## config.mk

```make
export PLATFORM = sky130hd
export DESIGN_NAME = iob_merge
export DESIGN_NICKNAME = d
export VERILOG_FILES = /design/src/rtl/iob_merge_pkg.sv /design/src/rtl/iob_rr_arb.sv /design/src/rtl/iob_merge.sv
export SDC_FILE = /design/constraint.sdc
export NUM_CORES = 1
export LEC_CHECK = 0
export CAP_MARGIN = 20
export CORE_AREA = 2 2 120 122
export DETAILED_ROUTE_END_ITERATION = 16
export DIE_AREA = 0 0 122 124
export PLACE_DENSITY = 0.69
export SETUP_SLACK_MARGIN = 0.5
export SYNTH_ARGS = -nofsm -noshare
export SYNTH_HDL_FRONTEND = slang
export SYNTH_SLANG_ARGS = --single-unit
```

## constraint.sdc

```tcl
create_clock -name clk -period 3.1 [get_ports clk]
set_input_delay 0.465 -clock clk [delete_from_list [all_inputs] [get_ports clk]]
set_output_delay 0.465 -clock clk [all_outputs]
set_load 0.05 [all_outputs]
```

## src/rtl/iob_merge_pkg.sv

```systemverilog
// ============================================================================
// Module  : iob_merge_pkg
// Brief   : Shared types and helpers for the iob_merge native-bus merger.
// Revision: 1.0 - initial release
// ============================================================================
`default_nettype none

package iob_merge_pkg;

  typedef enum logic [0:0] {
    S_IDLE = 1'b0,
    S_BUSY = 1'b1
  } state_t;

  // Index width that stays legal when only one master exists
  function automatic int idx_w(input int n);
    return (n > 1) ? $clog2(n) : 1;
  endfunction

endpackage

`default_nettype wire

```

## src/rtl/iob_rr_arb.sv

```systemverilog
// ============================================================================
// Module  : iob_rr_arb
// Brief   : Combinational round-robin search starting after the last grant.
// Revision: 1.0 - initial release
// ============================================================================
`default_nettype none

module iob_rr_arb
  import iob_merge_pkg::*;
#(
  parameter int N     = 2,
  parameter int IDX_W = idx_w(N)
) (
  input  logic [N-1:0]     req_i,
  input  logic [IDX_W-1:0] last_i,
  output logic [IDX_W-1:0] grant_o,
  output logic             any_o
);

  logic [IDX_W:0]   w_sum;
  logic [IDX_W-1:0] w_idx;

  // Offsets 1..N visit every master once, ending on last_i itself
  always_comb begin
    grant_o = '0;
    any_o   = 1'b0;
    w_sum   = '0;
    w_idx   = '0;
    for (int k = 1; k <= N; k++) begin
      w_sum = {1'b0, last_i} + (IDX_W+1)'(k);
      if (w_sum >= (IDX_W+1)'(N)) begin
        w_sum = w_sum - (IDX_W+1)'(N);
      end
      w_idx = w_sum[IDX_W-1:0];
      if (!any_o && req_i[w_idx]) begin
        grant_o = w_idx;
        any_o   = 1'b1;
      end
    end
  end

endmodule

`default_nettype wire

```

## src/rtl/iob_merge.sv

```systemverilog
// ============================================================================
// Module  : iob_merge
// Brief   : Merges N native-bus masters onto one slave, one transaction at a time.
// Revision: 1.0 - initial release
// ============================================================================
`default_nettype none

module iob_merge
  import iob_merge_pkg::*;
#(
  parameter int N_MASTERS = 2,
  parameter int ADDR_W    = 32,
  parameter int DATA_W    = 32,
  parameter int REQ_W     = 1 + ADDR_W + DATA_W + DATA_W/8,
  parameter int RESP_W    = DATA_W + 1
) (
  input  logic                          clk,
  input  logic                          rst,
  input  logic [N_MASTERS*REQ_W-1:0]    m_req,
  output logic [N_MASTERS*RESP_W-1:0]   m_resp,
  output logic [REQ_W-1:0]              s_req,
  input  logic [RESP_W-1:0]             s_resp
);

  localparam int IDX_W = idx_w(N_MASTERS);

  state_t            state_q, state_d;
  logic [REQ_W-1:0]  req_q, req_d;
  logic [IDX_W-1:0]  gnt_q, gnt_d;
  logic [IDX_W-1:0]  last_q, last_d;

  logic [REQ_W-1:0]  w_req_arr [N_MASTERS];
  logic [N_MASTERS-1:0] w_valid;
  logic [IDX_W-1:0]  w_arb_gnt;
  logic              w_arb_any;
  logic              w_fire;

  for (genvar i = 0; i < N_MASTERS; i++) begin : g_slice
    localparam logic [IDX_W-1:0] c_idx = IDX_W'(i);
    assign w_req_arr[i] = m_req[i*REQ_W +: REQ_W];
    assign w_valid[i]   = m_req[i*REQ_W + REQ_W - 1];
    assign m_resp[i*RESP_W +: RESP_W] = (w_fire && (gnt_q == c_idx)) ? s_resp : '0;
  end

  iob_rr_arb #(
    .N     (N_MASTERS),
    .IDX_W (IDX_W)
  ) u_arb (
    .req_i   (w_valid),
    .last_i  (last_q),
    .grant_o (w_arb_gnt),
    .any_o   (w_arb_any)
  );

  // req_q is cleared on completion so s_req reads all-zero whenever idle
  assign s_req = req_q;

  always_comb begin
    state_d = state_q;
    req_d   = req_q;
    gnt_d   = gnt_q;
    last_d  = last_q;
    w_fire  = 1'b0;
    case (state_q)
      S_IDLE: begin
        if (w_arb_any) begin
          req_d   = w_req_arr[w_arb_gnt];
          gnt_d   = w_arb_gnt;
          state_d = S_BUSY;
        end
      end
      S_BUSY: begin
        if (s_resp[0]) begin
          w_fire  = 1'b1;
          last_d  = gnt_q;
          req_d   = '0;
          state_d = S_IDLE;
        end
      end
      default: begin
        state_d = S_IDLE;
        req_d   = '0;
      end
    endcase
  end

  always_ff @(posedge clk or posedge rst) begin
    if (rst) begin
      state_q <= S_IDLE;
      req_q   <= '0;
      gnt_q   <= '0;
      last_q  <= IDX_W'(N_MASTERS - 1);
    end else begin
      state_q <= state_d;
      req_q   <= req_d;
      gnt_q   <= gnt_d;
      last_q  <= last_d;
    end
  end

endmodule

`default_nettype wire

```

## After elaboration in Yosys (flattened, before gate mapping)

Index checks and enable logic that the tools add are counted.

| cells by class | value |
|---|---|
| add/sub/neg operators | 4 |
| magnitude comparators | 5 |
| equal/unequal tests | 2 |
| mux-type cells | 23 |
| bitwise logic cells | 3 |
| reduce and logical (&&, ||, !) cells | 7 |

Operators with widths:

| cell | count |
|---|---|
| 69-bit 2-to-1 mux | 5 |
| 69-bit one-hot mux with 2 select lines | 1 |
| 33-bit 2-to-1 mux | 2 |
| 1-bit 2-to-1 mux | 14 |
| 2-bit greater-or-equal comparator (second input constant) | 3 |
| 2-bit AND reduction | 3 |
| 1-bit by 2-bit less-than comparator with 1-bit output (second input constant) | 2 |
| 1-bit logical AND | 3 |
| 1-bit by 1-bit adder with 2-bit output (second input constant) | 1 |
| 1-bit by 2-bit adder with 2-bit output (second input constant) | 1 |
| 2-bit by 1-bit != test with 1-bit output (second input constant) | 1 |
| 2-bit != test (second input constant) | 1 |
| 1-bit inverter | 2 |
| 1-bit inverter with 2-bit output | 1 |
| 1-bit one-hot mux with 2 select lines | 1 |
| 1-bit subtractor (second input constant) | 2 |
| 1-bit zero test | 1 |

| word-level totals | value |
|---|---|
| flip-flop bits (word level) | 72 |
| input port bits | 173 |
| logic and storage cells | 48 |

## Depth between registers and ports, before layout

Gate-level depths: netlist (run 1).

| depth | value |
|---|---|
| depth in word-level cells | 15 |
| mapped depth | 6 |
| depth with buffers taken out | 3 |

## Cells and area by module

A second synthesis (run 1) with hierarchy kept.

| unflattened totals | value |
|---|---|
| cells, all modules | 316 |
| area, all modules | 3728.6 µm² |

By module, submodules not included:

| module | times used | cells each | area each (µm²) | seq. area each (µm²) |
|---|---|---|---|---|
| iob_merge | 1 | 314 | 3714.8 | 1803.0 |
| iob_rr_arb | 1 | 2 | 13.8 | 0.0 |

## Least setup slack after synthesis (run 1)

Ideal clock, no wire load.

| timing | value |
|---|---|
| kind | input-to-output |
| from | input s_resp[0] |
| to | output m_resp[57] |
| data arrival time | 1569 ps |
| required time | 2635 ps |
| slack | 1066 ps |
| cell stages on the path | 4 |
| cells stage by stage | and3_1 -> clkbuf_1 -> buf_2 -> and2_1 |

| on the way | value |
|---|---|
| word-level cells in the longest chain between the ends | 4 |

RTL lines:

| element | RTL line | text |
|---|---|---|
| start: declaration | iob_merge.sv:22 | `input logic [RESP_W-1:0] s_resp` |
| 1-bit 2-to-1 mux | iob_merge.sv:73 | `if (s_resp[0]) begin` |
| 1-bit 2-to-1 mux | iob_merge.sv:64 | `case (state_q)` |
| 1-bit logical AND | iob_merge.sv:42 | `assign m_resp[i*RESP_W +: RESP_W] = (w_fire && (gnt_q == c_idx)) ? s_resp : '0;` |
| 33-bit 2-to-1 mux | iob_merge.sv:42 |  |
| end: declaration | iob_merge.sv:20 | `output logic [N_MASTERS*RESP_W-1:0] m_resp,` |

No other way between the ends.

## Worst setup path in the final report (run 1)

| timing | value |
|---|---|
| from | input s_resp[0] |
| to | output m_resp[12] |

Same word-level chain as after synthesis.

==> results of run 1 <==
## cells in the mapped netlist
master	count
dfrtp_1	71
mux2i_1	68
o2bb2ai_1	68
and2_1	64
buf_2	17
clkbuf_1	6
buf_6	4
nand2_1	4
buf_4	2
inv_1	2
a21boi_1	1
a21o_1	1
a22o_1	1
and3_1	1
dfstp_2	1
mux2i_4	1
nor2_1	1
o21a_1	1
or2_1	1
## registers in the layout, indices dropped and copies added, names as in the netlist
name     flops
gnt_q        1
last_q       1
s_req       69
state_q      1
## power groups by stage
stage	sequential, uW	clock [uW]	combinational [uW]
2_1_floorplan	1620	0	596
5_1_grt	1180	1110	1990
6_report	1160	1020	1910
4_1_cts	1160	1050	1930
3_3_place_gp	1170	0	1900
3_5_place_dp	1170	0	1920
## worst paths after layout
kind                           start  cells after the start         end
min in group asynchronous        rst                      2   s_req[45]
hold / removal             s_req[68]                      2   s_req[68]
setup / recovery           s_resp[0]                      6  m_resp[12]
setup reg to reg              last_q                      4   s_req[26]
max in group asynchronous        rst                      3   s_req[64]
hold reg to reg            s_req[68]                      2   s_req[68]
## stage by stage
| step | power, uW | area [um^2] | instances |
|---|---|---|---|
| 6_report | 4090 | 7940 | 799 |
| 5_1_grt | 4280 | 7940 | 799 |
| 4_1_cts | 4140 | 7930 | 798 |
| 3_5_place_dp | 3100 | 7640 | 782 |
| 3_3_place_gp | 3070 | 7640 | 782 |
| 2_1_floorplan | 2220 | 3740 | 315 |
## per-layer routing
metal  GRT usage, %  vias to the layer above  wire length, um
met5              0                        -                0
met4           6.18                        0              217
met3           5.40                       17             1230
met2           35.3                      179             7750
met1           19.6                     1783             5030
li1               -                     1741                -
## layout make-up
| class | instances | area [um^2] | area share, % |
|---|---|---|---|
| clock inverter | 6 | 67.6 | 0.851 |
| timing repair buffer | 316 | 3830 | 48.2 |
| clock buffer | 10 | 229 | 2.89 |
| sequential | 72 | 1800 | 22.7 |
| tap | 180 | 225 | 2.84 |
| antenna | 1 | 2.50 | 0.0315 |
| multi-input combinational | 212 | 1780 | 22.4 |
| inverter | 2 | 7.51 | 0.0946 |
## kinds of logic after synthesis
logic type / count (synthesis) / share of synthesized area (%)
and+or+nand+nor: 71 / 11.5
DFF: 72 / 48.2
buffers and inverters: 31 / 4.68
muxes: 69 / 18.8
AOI/OAI and AO/OA: 72 / 16.8
## worst register-to-register path, stage by stage, from the launching register on
cell and delay [ns]:
dfstp_2 0.38, a21boi_4 0.15, buf_4 0.49, mux2i_1 0.35, o2bb2ai_1 0.08
==> results.py, run 1 <==
metrics = {
    "power": {
        "p_sw_uw": 1570,
        "ir_drop_mv": 0.243,
        "p_seq_share_pct": 28.4,
        "power_density_nw_per_um2": 515,
        "leakage_uw": 0.00331,
        "clkPwrFrac_pct": 25.0,
        "intPower_uw": 2520,
        "switching_share_pct": 38.3,
        "p_comb_share_pct": 46.6,
    },
    "die": {
        "rows": 43,
        "core_um2": 13700,
        "die_x_um": 122,
        "ios": 308,
        "start_util_pct": 27.3,
        "die_area_um2": 15100,
        "die_y_um": 124,
    },
    "global_routing": {
        "grt_pass1_vias": 4011,
        "grt_pass1_wl_mm": 21.6,
        "grt_antenna_before_repair": 1,
        "grt_remaining_overflow": 0,
        "grt_max_degree": 45,
        "grtUsageTotal_pct": 18.6,
    },
    "worst_hold_path": {
        "hold_class": "reg -> reg",
    },
    "routing": {
        "drtAntennaViolNets": 0,
        "drt-initial-drc-count": 102,
        "drc": 0,
        "wl_mm": 14.2,
        "vias_per_cell": 4.66,
        "num_vias": 3720,
        "drtPass1Iterations": 4,
        "wire_per_inst_um": 17.8,
    },
    "final_layout": {
        "layout_common_cells": "clkdlybuf4s50_1 (241), dfrtp_1 (71), mux2i_1 (68), o2bb2ai_1 (68), buf_12 (68)",
        "drive_above_1_share_pct": 15.4,
        "layout.nets": 786,
        "fin_util_pct": 57.8,
        "mostFrequentLayoutCell": "clkdlybuf4s50_1",
        "n_fill_cell": 1136,
        "area_growth_pct": 112,
    },
    "synth": {
        "netlist_area_um2": 3740,
        "synth_area_per_cell_um2": 11.9,
        "netlist_instances": 315,
        "netlist-cell-type-count": 19,
        "synth-seq-cells": 72,
        "seq_area_frac_synth_pct": 48.2,
        "synth.net_count": 488,
        "synth_top_area_share_pct": 47.5,
        "yosys-top-cells-area": "dfrtp_1 (48%), mux2i_1 (18%), o2bb2ai_1 (16%)",
        "yosysWarningCount": 0,
        "post-synth-top-area-cell": "dfrtp_1",
    },
    "timing": {
        "fin_crit_ns": 2.38,
        "fin_hold_ws_ns": 0.481,
        "fin_worst_skew_ns": 0.00639,
        "setup_viol": 0,
        "tns_ns": 0,
        "drv_slew": 0,
        "finalCritPeriodShare_pct": 76.9,
        "fin_ws_ns": 0.716,
        "fmaxAchievable_mhz": 420,
        "slew_headroom_pct": 57.1,
        "worstMarginPinSlew_ns": 0.643,
        "grt_setup_unrepaired": "no",
        "hold_viol": 0,
    },
    "place": {
        "gp_congestion": 0.802,
        "io_buffers": 307,
        "dp_worst_setup_slack_ns": 0.705,
        "dp_hpwl_mm": 11.5,
    },
    "cts": {
        "cts_tree": "yes",
        "cts_hold_buf": 0,
        "clock_path_buffers": 2,
        "cts_buffers": 9,
        "cts.sinks": 72,
        "post_cts_buffers": 0,
        "ctsResizeCount": 0,
        "clock_latency_ns": 0.33,
        "cts-root-buf": "clkbuf_16",
        "htree_levels": 3,
        "clk_transition_reported_paths_ns": 0.06,
    },
    "critical_path": {
        "worstPathCellList": "clkdlybuf4s50_1 -> nand2_1 -> nor2_1 -> buf_4 -> and2_1 -> buf_12",
        "worst_setup_path_end_kind": "output pin",
        "path_buf_inv": 3,
        "setup.worst_path.class": "in -> out",
        "slowest_delay_ns": 0.54,
        "slowest_stage": "clkdlybuf4s50_1",
        "startpoint_type": "input pin",
        "worstPathArrival_ns": 1.92,
        "critPathTopFamily": "buffers and inverters",
        "crit_required_ns": 2.63,
        "r2r_slack_ns": 1.53,
        "cp_max_fo": 33,
    },
    "outcome": {
        "status": "completed",
    },
    "run": {
        "cap_viol_max_count": 0,
    },
}
Power figures use the tool's default switching activity.
==> run 2, diff against run 1 <==
- clock period: 3.1 -> 2.2 ns (I/O delays scaled with it)
==> run 2 against run 1 <==
Compared with the run above:
- hold slack lost 0.025 ns
- critical path depth shrank 2
- count of clock-buffer cells in the layout grew 1
- highest routed layer unchanged
- largest power group unchanged
- non-clock buffer count grew 10
- clock power grew 57%
- sequential share of layout area shrank 0.91 points
- largest cell class unchanged
==> results.py, run 2 (same netlist as run 1, synthesis figures left out) <==
metrics = {
    "global_routing": {
        "grt_busiest_layer": "met2",
        "grt_antenna_before_repair": 2,
        "grt_use_met1_pct": 19.3,
        "grt_pass1_wl_mm": 21.9,
        "grt_util_met3_pct": 5.36,
        "grt_use_met2_pct": 36.0,
        "grt_max_degree": 42,
        "grt_pass1_vias": 4087,
        "grtUsageTotal_pct": 18.9,
        "grt_remaining_overflow": 0,
    },
    "cts": {
        "cts_hold_buf": 0,
        "clock_path_buffers": 2,
        "htree_levels": 3,
        "cts_tree": "yes",
        "cts.sinks": 72,
        "clock_latency_ns": 0.33,
        "cts_buffers": 9,
        "cts-root-buf": "clkbuf_16",
        "clk_transition_reported_paths_ns": 0.06,
    },
    "routing": {
        "wire_per_inst_um": 18.2,
        "drtAntennaViolNets": 0,
        "drt-initial-drc-count": 116,
        "wl_mm": 14.7,
        "num_vias": 3804,
        "drtPass1Iterations": 4,
        "vias_per_cell": 4.70,
        "drc": 0,
    },
    "power": {
        "p_comb_share_pct": 46.0,
        "clkPwrFrac_pct": 26.7,
        "finalPower_uw": 5980,
        "intPower_uw": 3750,
        "switching_share_pct": 37.4,
        "p_sw_uw": 2240,
        "ir_drop_mv": 0.373,
        "power_density_nw_per_um2": 724,
        "leakage_uw": 0.00374,
        "p_seq_share_pct": 27.2,
    },
    "die": {
        "die_area_um2": 15100,
        "start_util_pct": 27.3,
        "die_x_um": 122,
        "rows": 43,
        "ios": 308,
        "core_um2": 13700,
        "die_y_um": 124,
    },
    "critical_path": {
        "worstPathCellList": "and3_4 -> buf_16 -> and2_2 -> buf_12",
        "worst_setup_path_end_kind": "output pin",
        "setup.worst_path.class": "reg -> out",
        "reg2reg_depth": 4,
        "slowest_delay_ns": 0.43,
        "startpoint_type": "register",
        "worstPathArrival_ns": 1.51,
        "slowest_stage": "dfrtp_1",
        "crit_required_ns": 1.87,
        "cp_max_fo": 16,
    },
    "timing": {
        "finalCritPeriodShare_pct": 83.7,
        "fin_worst_skew_ns": 0.00819,
        "hold_viol": 0,
        "tns_ns": 0,
        "drv_slew": 0,
        "fin_crit_ns": 1.84,
        "grt_setup_unrepaired": "yes",
        "setup_viol": 0,
        "fmaxAchievable_mhz": 543,
        "slew_headroom_pct": 63.6,
        "worstMarginPinSlew_ns": 0.548,
        "fin_hold_ws_ns": 0.456,
    },
    "final_layout": {
        "layout.nets": 796,
        "mostFrequentLayoutCell": "clkdlybuf4s50_1",
        "layout_common_cells": "clkdlybuf4s50_1 (171), buf_12 (74), dfrtp_1 (71)",
        "largest_reg_flops": 69,
        "n_fill_cell": 1153,
        "design_area_um2": 8270,
        "area_growth_pct": 121,
        "drive_above_1_share_pct": 27.4,
    },
    "place": {
        "gp_congestion": 0.769,
        "dp_hpwl_mm": 11.8,
        "placed_area_um2": 7740,
        "io_buffers": 307,
    },
    "outcome": {
        "status": "completed",
    },
    "worst_hold_path": {
        "hold_class": "in -> async",
    },
    "run": {
        "cap_viol_max_count": 0,
    },
}
[run 2: changes by cell type in the layout (fill, tap and decap cells not counted), sizes merged]
cell / delta
buf: +9
clkdlybuf4s50: -70
clkinv: -1
bufinv: +1
inv: -2
dlygate4sd2: +70
diode: +1
clkbuf: +2
[run 2: critical path: cells and delay by family (launching register included)]
kind | cells | cell delay [ns]
simple gates | 2 | 0.45
flops | 1 | 0.43
buf+inv | 2 | 0.30
[run 2: metal layers]
metal / up-vias / part of all wire (%)
met5: - / 0
met4: 0 / 2.8
met3: 22 / 8.9
met2: 185 / 54
met1: 1831 / 34
li1: 1766 / -
[run 2: path summary, 6_finish.rpt]
check	end	slack (ns)	startpoint
max	m_resp[58]	0.36	gnt_q
min	s_req[20]	0.46	rst
max reg2reg	s_req[38]	0.78	last_q
min reg2reg	s_req[49]	0.48	s_req[49]
max in group asynchronous	last_q	1.31	rst
min in group clk	s_req[49]	0.48	s_req[49]
[run 2: timing repair]
action	in CTS	in global routing
pin swaps	1	9
setup buffers	5	1
cloned	2	1
hold endpoints to repair	0	0
gates resized for setup	131	3
setup endpoints to repair	135	66
[run 2: area by class of cell]
| cell class | instances | area [um^2] | share of cell area (%) |
|---|---|---|---|
| tap | 180 | 225 | 2.72 |
| inverter | 2 | 11.3 | 0.136 |
| clock inverter | 4 | 76.3 | 0.923 |
| antenna | 2 | 5.00 | 0.0605 |
| clock buffer | 11 | 253 | 3.06 |
| timing repair buffer | 326 | 3950 | 47.8 |
| multi-input combinational | 212 | 1940 | 23.5 |
| sequential | 72 | 1800 | 21.8 |
[run 2: power by group through the flow]
stage / Clock (uW) / Sequential, uW / Combinational [uW]
floorplan: 0 / 2280 / 846
global placement: 0 / 1650 / 2730
detailed placement: 0 / 1650 / 2760
CTS: 1630 / 1630 / 2760
global route: 1690 / 1660 / 2870
finish: 1600 / 1630 / 2760
[run 2: metrics by stage]
step           utilization (%)  instances  setup slack [ns]
2_1_floorplan                -        315             0.524
3_3_place_gp              56.5        783             0.148
3_5_place_dp              56.5        783            0.0872
4_1_cts                   59.9        805             0.350
5_1_grt                   60.3        809             0.308
6_report                  60.3        809             0.358
